### src/rtl/gpio_rx_conditioner_pkg.sv
// gpio_pkg
// Shared constants, types and helpers for the GPIO receive-side conditioner.
// Contents:
//   DEBOUNCE_DEFAULT    default number of stable synchronized cycles to accept a level
//   GPIO_WIDTH_DEFAULT  default number of GPIO input channels
//   cnt_width(n)        width of a counter able to hold the value n
//   edge_mode_t         register-side encoding of {fallEn, riseEn} per channel

package gpio_pkg;

   localparam int unsigned DEBOUNCE_DEFAULT   = 16;
   localparam int unsigned GPIO_WIDTH_DEFAULT = 4;

   // {fallEn, riseEn} packed into two bits gives exactly this ordering.
   typedef enum logic [1:0] {
      EDGE_NONE = 2'b00,
      EDGE_RISE = 2'b01,
      EDGE_FALL = 2'b10,
      EDGE_BOTH = 2'b11
   } edge_mode_t;

   // The counter never reaches n, but sizing for n keeps n=1 at one bit wide.
   function automatic int unsigned cnt_width(input int unsigned n);
      return $clog2(n + 1);
   endfunction

endpackage

### src/rtl/gpio_debounce_ch.sv
// gpio_debounce_ch
// One GPIO input channel: 2-FF synchronizer, counter debouncer and
// rising/falling edge detector.
// Ports:
//   clk          system clock, rising edge
//   rst_n        asynchronous active-low reset
//   dataRx_i     raw pad input, asynchronous to clk
//   level_o      debounced, synchronized level
//   risePulse_o  one-cycle pulse in the first cycle level_o shows 1
//   fallPulse_o  one-cycle pulse in the first cycle level_o shows 0

module gpio_debounce_ch
   import gpio_pkg::*;
#(
   parameter int unsigned DEBOUNCE_CYCLES = DEBOUNCE_DEFAULT,
   parameter logic        RESET_LEVEL     = 1'b0
) (
   input  logic clk,
   input  logic rst_n,
   input  logic dataRx_i,
   output logic level_o,
   output logic risePulse_o,
   output logic fallPulse_o
);

   localparam int unsigned      CNT_W   = cnt_width(DEBOUNCE_CYCLES);
   localparam logic [CNT_W-1:0] CNT_MAX = CNT_W'(DEBOUNCE_CYCLES - 1);

   logic             sync1Q;
   logic             sync2Q;
   logic [CNT_W-1:0] cntQ;
   logic [CNT_W-1:0] cntD;
   logic             levelQ;
   logic             levelD;
   logic             riseQ;
   logic             riseD;
   logic             fallQ;
   logic             fallD;

   // Two-flop synchronizer; only sync2Q is allowed to reach the debouncer.
   always_ff @(posedge clk or negedge rst_n) begin
      if (!rst_n) begin
         sync1Q <= RESET_LEVEL;
         sync2Q <= RESET_LEVEL;
      end else begin
         sync1Q <= dataRx_i;
         sync2Q <= sync1Q;
      end
   end

   // Count consecutive cycles where the synchronized input disagrees with
   // the accepted level. Any agreement restarts the count, so only an
   // unbroken run of DEBOUNCE_CYCLES mismatches moves the level. The edge
   // pulses are produced on the same transition so they line up with the
   // first cycle showing the new level.
   always_comb begin
      cntD   = cntQ;
      levelD = levelQ;
      riseD  = 1'b0;
      fallD  = 1'b0;
      if (sync2Q == levelQ) begin
         cntD = '0;
      end else if (cntQ == CNT_MAX) begin
         cntD   = '0;
         levelD = sync2Q;
         riseD  = sync2Q;
         fallD  = ~sync2Q;
      end else begin
         cntD = cntQ + CNT_W'(1);
      end
   end

   // Debounce and edge state registers.
   always_ff @(posedge clk or negedge rst_n) begin
      if (!rst_n) begin
         cntQ   <= '0;
         levelQ <= RESET_LEVEL;
         riseQ  <= 1'b0;
         fallQ  <= 1'b0;
      end else begin
         cntQ   <= cntD;
         levelQ <= levelD;
         riseQ  <= riseD;
         fallQ  <= fallD;
      end
   end

   assign level_o     = levelQ;
   assign risePulse_o = riseQ;
   assign fallPulse_o = fallQ;

endmodule

### src/rtl/gpio_rx_conditioner.sv
// gpio_rx_conditioner
// Receive-side conditioning for GPIO pad inputs: per-channel synchronizer,
// debouncer and edge detector, plus sticky write-1-to-clear event flags and
// an aggregate interrupt.
// Ports:
//   clk           system clock, rising edge
//   rst_n         asynchronous active-low reset
//   dataRx        raw pad inputs, asynchronous to clk
//   riseEn        per-channel enable for latching rising-edge events
//   fallEn        per-channel enable for latching falling-edge events
//   eventClr      write-1-to-clear strobe for eventPending
//   level         debounced, synchronized pin levels
//   risePulse     one-cycle pulse per channel on a 0->1 level change
//   fallPulse     one-cycle pulse per channel on a 1->0 level change
//   eventPending  sticky per-channel event flags
//   irq           OR of all eventPending flags

module gpio_rx_conditioner
   import gpio_pkg::*;
#(
   parameter int unsigned WIDTH           = GPIO_WIDTH_DEFAULT,
   parameter int unsigned DEBOUNCE_CYCLES = DEBOUNCE_DEFAULT,
   parameter logic        RESET_LEVEL     = 1'b0
) (
   input  logic             clk,
   input  logic             rst_n,
   input  logic [WIDTH-1:0] dataRx,
   input  logic [WIDTH-1:0] riseEn,
   input  logic [WIDTH-1:0] fallEn,
   input  logic [WIDTH-1:0] eventClr,
   output logic [WIDTH-1:0] level,
   output logic [WIDTH-1:0] risePulse,
   output logic [WIDTH-1:0] fallPulse,
   output logic [WIDTH-1:0] eventPending,
   output logic             irq
);

   logic [WIDTH-1:0] eventSet;
   logic [WIDTH-1:0] eventPendingQ;
   logic [WIDTH-1:0] eventPendingD;

   // One independent conditioning chain per pin.
   for (genvar i = 0; i < WIDTH; i++) begin : gChannel
      gpio_debounce_ch #(
         .DEBOUNCE_CYCLES(DEBOUNCE_CYCLES),
         .RESET_LEVEL    (RESET_LEVEL)
      ) uChannel (
         .clk        (clk),
         .rst_n      (rst_n),
         .dataRx_i   (dataRx[i]),
         .level_o    (level[i]),
         .risePulse_o(risePulse[i]),
         .fallPulse_o(fallPulse[i])
      );
   end

   // A qualified edge sets the flag; the clear strobe only removes flags
   // that are not being set in the same cycle, so an event is never lost.
   always_comb begin
      eventSet      = (risePulse & riseEn) | (fallPulse & fallEn);
      eventPendingD = eventSet | (eventPendingQ & ~eventClr);
   end

   // Sticky event flags.
   always_ff @(posedge clk or negedge rst_n) begin
      if (!rst_n) begin
         eventPendingQ <= '0;
      end else begin
         eventPendingQ <= eventPendingD;
      end
   end

   assign eventPending = eventPendingQ;
   assign irq          = |eventPendingQ;

endmodule

### config.mk
export PLATFORM = sky130hd
export DESIGN_NAME = gpio_rx_conditioner
export DESIGN_NICKNAME = d
export VERILOG_FILES = /design/src/rtl/gpio_rx_conditioner_pkg.sv /design/src/rtl/gpio_debounce_ch.sv /design/src/rtl/gpio_rx_conditioner.sv
export SDC_FILE = /design/constraint.sdc
export NUM_CORES = 1
export LEC_CHECK = 0
export BUFFER_PORTS_ARGS = -buffer_cell sky130_fd_sc_hd__buf_4
export CORE_AREA = 2 2 70 72
export DETAILED_ROUTE_END_ITERATION = 10
export DIE_AREA = 0 0 72 74
export GPL_ROUTABILITY_DRIVEN = 0
export PLACE_DENSITY = 0.65
export SYNTH_ARGS = -nofsm -noshare
export SYNTH_HDL_FRONTEND = slang
export SYNTH_SLANG_ARGS = --single-unit
### constraint.sdc
create_clock -name clk -period 1.5 [get_ports clk]
set_input_delay 0 -clock clk [delete_from_list [all_inputs] [get_ports clk]]
set_output_delay 0 -clock clk [all_outputs]
set_load 0.1 [all_outputs]
; Word level (Yosys, flattened, before mapping)
; Index checks and enable logic that the tools add are counted.
[totals]
ff_bits = 44
ram_bits = 0
n_memories = 0
word_cells = 80
in_bits = 18
latchBits = 0
output_inout_bits = 17
romBits = 0
[classes]
div_mod_pow = 0
bitwise = 14
n_shift = 0
n_mul = 0
reduce_logical = 5
eq_ne = 8
n_addsub = 4
order_cmp = 0
muxes = 24
[op_table]
columns = cell, n
row1 = two-way mux 5 bit, 8
row2 = "adder 5 x 1 -> 5 bit, second input constant", 4
row3 = "equality test 5 x 4 -> 1 bit, second input constant", 4
row4 = two-way mux 1 bit, 16
row5 = bitwise AND 4 bit, 3
row6 = NOT 1 bit, 8
row7 = bitwise OR 4 bit, 2
row8 = AND reduction 2 bit, 4
row9 = equality test 1 bit, 4
row10 = NOT 4 bit, 1
row11 = OR reduction 4 bit, 1

; Depth between registers and ports, before layout
[logic_depth]
depth_word = 3
ltp_mapped = 4
depth_no_buf = 4

; By module
; Synthesis repeated with hierarchy kept, for this count alone.
[hier_totals]
cells_unflattened = 121
hier_area_um2 = 1667.8
[by_module_without_submodules]
columns = mod, n_inst, area_per_inst_um2, seq_area_each_um2, cells_each
row1 = gpio_debounce_ch, 4, 374.1, 250.2, 26
row2 = gpio_rx_conditioner, 1, 171.4, 100.1, 17

; Worst setup path after synthesis
; Ideal clock, no wire load.
[synth_timing]
kind = register to output
from = reg eventPendingQ[0], in the netlist eventPending[0]
to = out irq
t_required_ns = 1.500
path_slack_ns = -0.339
arrival_ns = 1.839
n_path_buf = 0
path_stages_with_launch = 3
path_cell_list = dfrtp_1 > inv_1 > nand4_1
[synth_via]
elab_chain_cells = 1
[synth_rtl]
columns = item, line_no
row1 = start: declaration, gpio_rx_conditioner.sv:39  ; logic [WIDTH-1:0] eventPendingQ;
row2 = start signal: assignment, gpio_rx_conditioner.sv:69  ; eventPendingQ <= eventPendingD;
row3 = OR reduction 4 bit, gpio_rx_conditioner.sv:74  ; assign irq = |eventPendingQ;
row4 = end: declaration, gpio_rx_conditioner.sv:35  ; output logic irq
; No other way between the ends.

; Worst setup path after layout
[layout_timing]
from = reg gChannel[1].uChannel.riseQ
to = reg eventPendingQ[1], in the netlist eventPending[1]
[layout_via]
elab_chain_cells = 3
[layout_rtl]
columns = item, line_no
row1 = start: declaration, gpio_debounce_ch.sv:35  ; logic riseQ;
row2 = start signal: assignment, gpio_debounce_ch.sv:83  ; riseQ <= riseD;
row3 = bitwise AND 4 bit, gpio_rx_conditioner.sv:60  ; eventSet = (risePulse & riseEn) | (fallPulse & fallEn);
row4 = bitwise OR 4 bit, gpio_rx_conditioner.sv:60
row5 = bitwise OR 4 bit, gpio_rx_conditioner.sv:61  ; eventPendingD = eventSet | (eventPendingQ & ~eventClr);
row6 = net eventPendingD[1], gpio_rx_conditioner.sv:40  ; logic [WIDTH-1:0] eventPendingD;
; The timed path passes the listed nets, and every way through them passes these cells.
; A chain may end at the register's enable or synchronous reset.

==> run_results.csv <==
group,metric,value,unit
finish,layout_commonest_cell,"dfrtp_1",
timing,final_period_minus_worst_setup_slack,1.35,ns
power_and_ir_drop,power.density,1000,nW/um2
clock_network,path_clk_slew,0.09,ns
finish,fill_cells,404,
synth,avgSynthCellArea,13.5,um2
floorplanning,die_w,72,um
global_route,grt_max_degree,45,
synth,netlist_area,1790,um2
setup_path,crit_path_start_kind,"register",
timing,fin_worst_skew,0.0105,ns
setup_path,worst_setup_path_end_kind,"register",
clock_network,clock_path_buffers,2,
routing,drtIter0Drc,66,
global_route,antenna_found_initial,0,
setup_path,reg2reg_slack,0.15,ns
floorplanning,ios,35,
synth,synth-edff-count,0,
placed_design,preCtsSetupSlack,0.282,ns
flow_run,maxCapViolations,0,
synth,synth.net_count,155,
timing,drv_slew,0,
setup_path,ff2ff_path_depth,3,
clock_network,tritoncts,"built",
power_and_ir_drop,p_leak,1.28,nW
power_and_ir_drop,irDropWorstVdd,0.554,mV
timing,fmax,0.740,GHz
timing,max_slew.worst_pin.slew,0.531,ns
routing,drc,0,
placed_design,io_buffers,34,
clock_network,worstSkewPairLatency,0.30,ns
synth,ys_ff_latch,44,
global_route,grt_pass1_vias,1179,
clock_network,clock-root-buffer,"clkbuf_8",
floorplanning,initial_core_util,38.9,%
synth,ys_types,18,
floorplanning,core_area,4600,um2
placed_design,placed_cell_area,2040,um2
setup_path,r2r_start,"gChannel[1].uChannel.risePulse_o",
synth,ys_seq_area_share,61.5,%
finish,diodes,0,
timing,rsz0062_at_grt,"no",
finish,final_area,2280,um2
setup_path,path_class,"reg -> reg",
floorplanning,die_area,5330,um2
finish,most-common-layout-cells,"dfrtp_1 (40), buf_4 (34), dlygate4sd3_1 (13)",
finish,syn_to_final_growth,27.3,%
routing,wl_per_cell,12.9,um
floorplanning,row_count,25,
placed_design,dpl.hpwl,2110,um
floorplanning,fp.dieH,74,um
finish,nets,197,
timing,period_share,90.1,%
synth,netlist.area_leader.share,61.5,%
worst_hold_path,hp-start,"riseEn[3]",
clock_network,cts_inserted_buffers,5,
global_route,grt_use_total,12.8,%
timing,maxSlewHeadroom,64.6,%
timing,worst_slack,0.149,ns
worst_hold_path,whs_path_depth,3,
synth,dominantRegCellSynth,"dfrtp_1",
synth,async_reset_ff_share,100,%
timing,setup_violations,0,
clock_network,h-tree-depth,2,
routing,routed_wl,2960,um
timing,hold_violations,0,
finish,final_layout_size_suffix_gt1_share,33.5,%
synth,syn-instance-count,133,
finish,post-route-util,49.6,%
setup_path,critical_path.max_fanout,2,
worst_hold_path,whs_endpoint,"eventPending[3]",
routing,vias,1126,
global_route,grt_pass1_wl,5160,um
timing,hold_ws,0.0105,ns
synth,ys_warn_count,0,
setup_path,critPathRequiredTime,1.68,ns
routing,viasPerCell,4.90,
routing,dr.pass1.iters,4,
status,status,"finished clean",
routing,antenna_left,0,
clock_network,cts_resized,0,
synth,ys_top_cells_by_area,"dfrtp_1 (61%), xor2_1 (5.9%), nand4b_4 (5.3%), buf_4 (5.0%), mux2_4 (3.4%)",
timing,setup_tns,0,ns
global_route,gr-total-overflow,0,
setup_path,reg2reg_to,"eventPending[1]",
clock_network,clock-sinks,44,
setup_path,worstPathArrival,1.54,ns
synth,yosys.area.top_type,"dfrtp_1",
worst_hold_path,hold_path_class,"in -> reg",
==> through the flow <==
step / cells / power [mW]
after floorplan: 133 / 1.32
after global placement: 209 / 1.39
after detailed placement: 209 / 1.40
after CTS: 229 / 2.32
after global routing: 230 / 2.38
final: 230 / 2.28
==> power by group <==
part,total [mW],switching (mW),internal (mW)
Sequential,1.26,0.0331,1.22
Clock,0.892,0.400,0.493
Combinational,0.135,0.0607,0.0745
==> worst max path at each step <==
stage,from,slack [ns],depth (start not counted),end
after floorplan,eventPending[3],-0.10,2,irq
after global placement,gChannel[0].uChannel.cntQ[0],0.33,3,gChannel[0].uChannel.level_o
after detailed placement,gChannel[3].uChannel.cntQ[0],0.28,3,gChannel[3].uChannel.level_o
after CTS,gChannel[1].uChannel.risePulse_o,0.14,3,eventPending[1]
after global routing,gChannel[1].uChannel.risePulse_o,0.03,3,eventPending[1]
final,gChannel[1].uChannel.risePulse_o,0.15,3,eventPending[1]
==> what timing repair did <==
item / in CTS / in global routing
hold buffers: 12 / 1
endpoints found under the hold margin: 52 / 1
setup buffers: 0 / 0
==> kinds of logic (layout without fill, tap and decap cells) <==
| family | after synthesis | in the layout | share of synthesized area (%) |
|---|---|---|---|
| AND/OR/NAND/NOR | 41 | 41 | 16.4 |
| AO/OA/AOI/OAI | 12 | 12 | 4.19 |
| adder cells (fa/ha/maj) | 4 | 4 | 2.80 |
| flip-flops | 44 | 44 | 61.5 |
| buffers and inverters | 16 | 59 | 5.87 |
| multiplexers | 4 | 4 | 3.35 |
| XOR/XNOR | 12 | 12 | 5.87 |
==> worst max-delay path, stage by stage, from the launching register on <==
cell	delay, ns
dfrtp_1	0.39
a22oi_1	0.18
o21ai_0	0.10
dlygate4sd3_1	0.56
==> flip-flops by register name (all words and copies together) (netlist names) <==
signal                         flops
gChannel.uChannel.cntQ            20
gChannel.uChannel.fallPulse_o      4
gChannel.uChannel.risePulse_o      4
gChannel.uChannel.sync1Q           4
gChannel.uChannel.sync2Q           4
eventPending                       4
gChannel.uChannel.level_o          4
==> layer usage <==
metal	GRT usage, %	wire (um)
met5	0	0
met4	5.24	50
met3	4.34	175
met2	23.6	1580
met1	13.4	1160
==> synth_stat cells (8+ instances only) <==
library cell	number
dfrtp_1	44
nor2_1	8
nand2_1	8
xor2_1	12
nor3b_1	8
buf_4	12
==> cell type report <==
class                   count  area [um2]  share of cell area, %
clock buffers               5        68.8                   3.02
well taps                  54        67.6                   2.96
repair buffers             47         385                   16.9
clock inverters             3        42.5                   1.87
multi-input cells          73         584                   25.6
flip-flops and latches     44        1120                   49.0
inverters                   4        15.0                  0.659
Power figures use the tool's default switching activity.
